<file path="src/rtl/duty_ctrl.sv">
// duty_ctrl: soft-start / slew-limited duty controller for a half-bridge PWM.
// The compare word ramps from DUTY_MIN toward a clamped target, moving at most
// STEP counts per update tick (one tick every PRESCALE sync pulses), so duty
// changes always land on PWM period boundaries.
// Optional build macro: DUTY_CTRL_FAULT_LATCH_EN -- when defined, FAULT is
// sticky and is left only by dropping en; otherwise FAULT recovers into RAMP
// as soon as the fault input clears.
module duty_ctrl #(
  parameter int DUTY_MIN = 10,
  parameter int DUTY_MAX = 180,
  parameter int STEP     = 4,
  parameter int PRESCALE = 2
) (
  input  logic       clk,
  input  logic       rst,
  input  logic       en,
  input  logic [7:0] target,
  input  logic       sync,
  input  logic       fault,
  output logic [7:0] compare,
  output logic       pwm_en,
  output logic       ready,
  output logic       fault_flag,
  output logic [1:0] state
);

  typedef enum logic [1:0] {
    S_OFF   = 2'd0,
    S_RAMP  = 2'd1,
    S_RUN   = 2'd2,
    S_FAULT = 2'd3
  } state_t;

  localparam logic [7:0] MIN8     = 8'(DUTY_MIN);
  localparam logic [7:0] MAX8     = 8'(DUTY_MAX);
  localparam logic [7:0] STEP8    = 8'(STEP);
  localparam logic [7:0] PRE_LAST = 8'(PRESCALE - 1);

  state_t            st_q, st_d;
  logic [7:0]        cmp_q, cmp_d;
  logic              pwm_q, pwm_d;
  logic [7:0]        presc_q, presc_d;
  logic [7:0]        tgt_c;
  logic              tick;
  logic signed [8:0] diff;
  logic [8:0]        mag;
  logic [7:0]        slew;

  // Clamp the requested duty into the allowed switching window.
  always_comb begin
    tgt_c = target;
    if (target < MIN8)      tgt_c = MIN8;
    else if (target > MAX8) tgt_c = MAX8;
  end

  // Update tick: the PRESCALE-th sync pulse since the prescaler was cleared.
  assign tick = sync && (presc_q == PRE_LAST);

  // Slew limiter: 9-bit signed difference so the step never wraps past 0/255.
  always_comb begin
    diff = $signed({1'b0, tgt_c}) - $signed({1'b0, cmp_q});
    mag  = diff[8] ? $unsigned(-diff) : $unsigned(diff);
    if (mag <= {1'b0, STEP8}) slew = tgt_c;
    else if (diff[8])         slew = cmp_q - STEP8;
    else                      slew = cmp_q + STEP8;
  end

  // Next-state and next-output decode for the controller FSM.
  always_comb begin
    // NOTE: every variable gets a default first so no path infers a latch.
    st_d    = st_q;
    cmp_d   = cmp_q;
    pwm_d   = pwm_q;
    presc_d = presc_q;
    unique case (st_q)
      S_OFF: begin
        cmp_d   = 8'd0;
        pwm_d   = 1'b0;
        presc_d = 8'd0;
        if (en && !fault) begin
          st_d  = S_RAMP;
          cmp_d = MIN8;
          pwm_d = 1'b1;
        end
      end
      S_RAMP, S_RUN: begin
        if (fault) begin
          // Fault wins over en, sync and tick in the same cycle.
          st_d    = S_FAULT;
          cmp_d   = 8'd0;
          pwm_d   = 1'b0;
          presc_d = 8'd0;
        end else if (!en) begin
          st_d    = S_OFF;
          cmp_d   = 8'd0;
          pwm_d   = 1'b0;
          presc_d = 8'd0;
        end else if (sync) begin
          if (tick) begin
            presc_d = 8'd0;
            cmp_d   = slew;
            if (st_q == S_RAMP && slew == tgt_c) st_d = S_RUN;
          end else begin
            presc_d = presc_q + 8'd1;
          end
        end
      end
      S_FAULT: begin
        cmp_d   = 8'd0;
        pwm_d   = 1'b0;
        presc_d = 8'd0;
        if (!en) begin
          st_d = S_OFF;
        end
`ifdef DUTY_CTRL_FAULT_LATCH_EN
        // Sticky fault: only dropping en leaves this state.
`else
        else if (!fault) begin
          st_d  = S_RAMP;
          cmp_d = MIN8;
          pwm_d = 1'b1;
        end
`endif
      end
      default: st_d = S_OFF;
    endcase
  end

  // State and output registers; reset kills the gate enable immediately.
  always_ff @(posedge clk or negedge rst) begin
    if (!rst) begin
      st_q    <= S_OFF;
      cmp_q   <= 8'd0;
      pwm_q   <= 1'b0;
      presc_q <= 8'd0;
    end else begin
      // NOTE: non-blocking so every register samples pre-edge values.
      st_q    <= st_d;
      cmp_q   <= cmp_d;
      pwm_q   <= pwm_d;
      presc_q <= presc_d;
    end
  end

  assign compare    = cmp_q;
  assign pwm_en     = pwm_q;
  assign ready      = (st_q == S_RUN);
  assign fault_flag = (st_q == S_FAULT);
  assign state      = st_q;

endmodule

</file>
<file path="config.mk">
export PLATFORM = sky130hd
export DESIGN_NAME = duty_ctrl
export DESIGN_NICKNAME = d
export VERILOG_FILES = /design/src/rtl/duty_ctrl.sv
export SDC_FILE = /design/constraint.sdc
export NUM_CORES = 1
export LEC_CHECK = 0
export ABC_CLOCK_PERIOD_IN_PS = 6600
export BUFFER_PORTS_ARGS = -buffer_cell sky130_fd_sc_hd__buf_2
export CAP_MARGIN = 20
export CELL_PAD_IN_SITES_DETAIL_PLACEMENT = 1
export CELL_PAD_IN_SITES_GLOBAL_PLACEMENT = 2
export CORE_UTILIZATION = 38
export DETAILED_ROUTE_END_ITERATION = 12
export PLACE_DENSITY_LB_ADDON = 0.08
export SETUP_SLACK_MARGIN = 0.1
export SLEW_MARGIN = 20
export SYNTH_ARGS = -nofsm -noshare
export SYNTH_HDL_FRONTEND = slang
export SYNTH_SLANG_ARGS = --single-unit
</file>
<file path="constraint.sdc">
create_clock -name clk -period 6.6 [get_ports clk]
set_input_delay 0.66 -clock clk [delete_from_list [all_inputs] [get_ports clk]]
set_output_delay 0.66 -clock clk [all_outputs]
set_load 0.005 [all_outputs]
</file>
# Word level (Yosys, flattened, before mapping)
# Cells that the tools add are included.
[totals]
register_bits = 19
in_bits = 13
[classes]
reduce_logical = 9
muxes = 33
eq_ne = 11
add_sub_neg = 5
n_lt_le_gt_ge = 3
[op_table]
columns = ["operator", "count"]
rows = [
  ["$mux W8", 12],
  ["$pmux W8 S3", 1],
  ["$mux W2", 8],
  ["$pmux W8 S2", 1],
  ["$mux W4", 3],
  ["$ne A4 B4 Y1 const B", 3],
  ["$le A9 B3 Y1 const B", 1],
  ["$mux W9", 1],
  ["$neg A9 Y9", 1],
  ["$sub A8 B8 Y9", 1],
  ["$add A8 B1 Y8 const B", 1],
  ["$add A8 B3 Y8 const B", 1],
  ["$eq A8 B1 Y1 const B", 1],
  ["$eq A8 B8 Y1", 1],
  ["$gt A8 B8 Y1 const B", 1],
  ["$lt A8 B4 Y1 const B", 1],
  ["$sub A8 B3 Y8 const B", 1],
  ["$ne A3 B3 Y1 const B", 2],
  ["$pmux W2 S3", 1],
  ["$mux W1", 5],
  ["$reduce_and A5 Y1", 1],
  ["$eq A2 B2 Y1 const B", 2],
  ["$reduce_or A2 Y1", 2],
  ["$logic_and A1 B1 Y1", 3],
  ["other kinds (6)", 6],
]

# Logic depth before layout (Yosys ltp)
[depth]
word_depth = 16
depth_mapped = 23
mapped_depth_nobuf = 22

# Least setup slack after synthesis
# Ideal clock, no wire load.
[synth_timing]
path_kind = "in2reg"
start = "input port target[7]"
end = "register st_q[0], in the netlist state[0]"
t_required_ns = 6.468
stages = 21
arrival_time_ns = 4.725
slack_ns = 1.743
path_cell_list = "buf_2 > nor4_1 > nand2_1 > a21boi_0 > fa_1 > nand2b_1 > a21oi_2 > maj3_2 > o32a_1 > buf_2 > inv_1 > ha_1 > a211oi_1 > o21bai_1 > a21oi_1 > xnor2_1 > xnor2_1 > mux2i_1 > o41ai_1 > a31oi_1 > mux2i_1"
[synth_via]
elab_chain_len = 12
[synth_rtl]
columns = ["element", "line", "source"]
rows = [
  ["start: declaration", "17", "input logic [7:0] target,"],
  ["$gt A8 B8 Y1", "53", "else if (target > MAX8) tgt_c = MAX8;"],
  ["$mux W8", "53", ""],
  ["$mux W8 (*)", "52", "if (target < MIN8) tgt_c = MIN8;"],
  ["$sub A8 B8 Y9", "61", "diff = $signed({1'b0, tgt_c}) - $signed({1'b0, cmp_q});"],
  ["$neg A9 Y9", "62", "mag = diff[8] ? $unsigned(-diff) : $unsigned(diff);"],
  ["$mux W9", "62", ""],
  ["$le A9 B3 Y1", "63", "if (mag <= {1'b0, STEP8}) slew = tgt_c;"],
  ["$mux W8", "63", ""],
  ["$eq A8 B8 Y1 (*)", "102", "if (st_q == S_RAMP && slew == tgt_c) st_d = S_RUN;"],
  ["$logic_and A1 B1 Y1 (*)", "102", ""],
  ["$ne A4 B4 Y1 (no source line) (*)", "--", ""],
  ["$reduce_and A5 Y1 (no source line) (*)", "--", ""],
  ["end signal: assignment", "138", "st_q <= st_d;"],
  ["end: declaration", "39", "state_t st_q, st_d;"],
]
# Mark *: on every way between the ends. The rest lies on a longest branch, timed or not.
# A chain may end at the register's enable or synchronous reset.

# Final worst setup path
[layout_timing]
start = "input port target[4]"
end = "register st_q[1], in the netlist state[1]"
# The elaborated chain is that of the path after synthesis.

==> metrics <==
Die Wd 79.1 µm; register area share after synthesis 0.210; Cell variety after synth 56; launch point of the worst reg-to-reg path compare[0]; Reg2Reg Depth 17; largest net degree at the start of global routing 20; IO Count 26; DRT iter0 DRCs 90; Slew Limit Fails 0; area grow syn2layout 9.58%; initial core utilization 0.403; clk sinks 19; IO Port Bufs 25; clk buf depth 2; layout cells sized above 1 0.146; status complete, no violations; reg-to-reg setup timing slack 1.89 ns; wire per inst 17.3 µm; CP max stage delay 0.44 ns; Die ar. 6260 µm²; Peak VDD IR 0.000137 V; root buf cell clkbuf_8; critical path required time 6.78 ns; drt pass-1 iters 4; hold crit path type primary input to asynchronous set/reset pin; Rel. slew slack 0.302; Pleak 1.07 nW; Netlist Area Pre-Place 2260 µm²; Post-synth EDFFs 0; Final #Nets 330; pwr/cell area 222 nW/µm²; largest cells by area after synthesis dfrtp_1 21%, ha_1 11%, xnor2_1 5.4%; Finished Layout Cells 367; Final Cycle Share 0.821; Row Count 27; Seq cells post-synth 19; worst path arrival time 5.60 ns; MaxCap Viol Count 0; Num CTS Buffers 3; Die Y 79.1 µm; Worst path slowest cell o32a_1; setup_tns 0 ns; Clock transition at path regs 0.08 ns; Gate Count Post-Synth 274; Placeable Area 5610 µm²; Slew @ Worst Pin 1.04 ns; CTS tree yes; Tot GR Track Use 0.218; cell taking the most area after synthesis dfrtp_1; post-CTS setup buffers 0; vias per inst 5.70; Post-DP HPWL 5210 µm; Avg Synthesized Cell Area 8.25 µm²; H-Tree Depth 1; Routability Congestion 0.871; final hold viol count 0; share of the synthesized area in the top cell type 0.210; # placed instances 363; Worst Setup SP target[4]; total power 549 µW; global-route wire length before repair 10700 µm; Synth warnings 0; Crit. End Element flip-flop; initial antenna violation count 0; crit path launch type primary input; grt ovf 0; Finish-stage setup viols 0; post-route minimum period 5.42 ns; RR Endpoint state[1]; DRC errors left 0; FFs w/ async S/R, synth 1.00; RSZ-0062 raised after global routing false; final wirelength 6370 µm; Vias 2091; Crit Path Category primary input to flip-flop; Syn Nets 308; Final Core Density 0.442; antenna-violating nets left 0; f_max 184 MHz; Top FF cell, synth dfrtp_1; ordered list of cells on the worst path buf_2 > nand2_1 > nor2_1 > o21ai_0 > nand3_1 > ha_1 > fa_1 > nand2b_1 > a21oi_2 > maj3_2 > o32a_1 > inv_1 > ha_1 > a211oi_1 > o21bai_1 > a21oi_1 > xnor2_1 > xnor2_1 > mux2i_1 > o41ai_1 > a31oi_1 > mux2i_1; fill cell count 740; Post-CTS Resized 0; latest clock arrival within the worst-skew pair 0.26 ns; Critical Path Fanout Max 10; antenna cells 0; vias in the first global route 2023; Final Skew 0.00280 ns; hold bufs inserted after CTS 0
==> registers in the layout, summed over array words and instances (netlist names) <==
register / flops
presc_q: 8
pwm_en: 1
state: 2
compare: 8
==> final cells by class <==
class / count / area, µm² / share of cell area
Multi-Input combinational cell: 227 / 1660 / 0.672
Timing Repair Buffer: 25 / 125 / 0.0505
Clock inverter: 1 / 5.00 / 0.00202
Clock buffer: 3 / 41.3 / 0.0167
Tap cell: 72 / 90.1 / 0.0364
Sequential cell: 19 / 475 / 0.192
Inverter: 20 / 75.1 / 0.0303
==> where the power goes <==
group / switching (mW) / internal (mW) / leakage, nW
combinational: 0.200 / 0.122 / 0.785
sequential: 0.0145 / 0.128 / 0.260
clock: 0.0417 / 0.0420 / 0.0255
total: 0.257 / 0.293 / 1.07
==> critical path, delay by kind of cell <==
family | cells | cell delay [ns]
AO/OA/AOI/OAI | 8 | 1.88
XOR/XNOR | 2 | 0.36
adder cells (fa/ha/maj) | 4 | 1.30
buffers and inverters | 2 | 0.32
multiplexers | 2 | 0.51
AND/OR/NAND/NOR | 4 | 0.57
==> cells in the mapped netlist (4+ instances only) <==
cell       count
nor2b_1        4
o311ai_0       4
ha_1          19
or2_2          4
xnor2_1       14
inv_1         20
nor3_1         6
nor2_1        26
nand3_1       14
dfrtp_1       19
o211ai_1       6
nand2_1       16
a21oi_1       13
mux2i_1        9
o21ai_0       18
nand2b_1       5
nand4_1        7
xor2_1        11
o2111ai_1      4
==> metrics by stage <==
step	setup slack [ns]	instance area [µm²]	hold slack, ns
finish	1.18	2480	0.335
CTS	1.21	2480	0.347
floorplan	1.74	2260	0.364
global route	0.747	2480	0.368
detailed placement	0.929	2430	0.473
global placement	1.03	2430	0.467
==> cell families after synthesis <==
group                      after synthesis  share of synthesized area
and+or+nand+nor                        101                      0.238
AOI/OAI and AO/OA                       68                      0.218
buffers and inverters                   28                     0.0532
xor gates and xnor gates                26                      0.107
adders and majority gates               22                      0.128
DFF                                     19                      0.210
muxes                                   10                     0.0449
==> metal layers <==
layer	global-route usage	up-vias	routed length, µm
met2	0.321	41	2680
li1	-	1048	-
met5	0	-	0
met4	0.0145	0	0
met3	0.0299	0	248
met1	0.345	1002	3440
==> how the worst max path moves through the flow <==
stage               end  cells past startpoint
2_1_floorplan  state[0]                     21
3_3_place_gp   state[0]                     22
3_5_place_dp   state[1]                     22
4_1_cts        state[0]                     22
5_1_grt        state[1]                     22
6_report       state[1]                     22
==> placed cells by master (no fill, tap or decap), types with 2 or more instances in the layout <==
cell type,Yosys,final
nor3_1,6,6
o311ai_0,4,4
nand4_1,7,7
clkbuf_8,0,3
or4_1,2,2
nand2b_1,5,5
a21oi_2,2,2
nand3b_1,2,2
buf_2,3,25
inv_1,20,20
ha_1,19,19
and3_1,2,2
nor4_1,2,2
nand2_1,16,16
nor2b_1,4,4
a31oi_1,3,3
a21o_1,3,3
o2111ai_1,4,4
xor2_1,11,11
nor2_1,26,26
or2_2,4,4
a21oi_1,13,13
mux2i_1,9,9
and2_1,3,3
dfrtp_1,19,19
nor4b_1,2,2
o21ai_0,18,18
xnor2_1,14,14
o211ai_2,2,2
o211ai_1,6,6
fa_1,2,2
nand3_1,14,14
No activity file was read; power rests on OpenSTA's default activity.
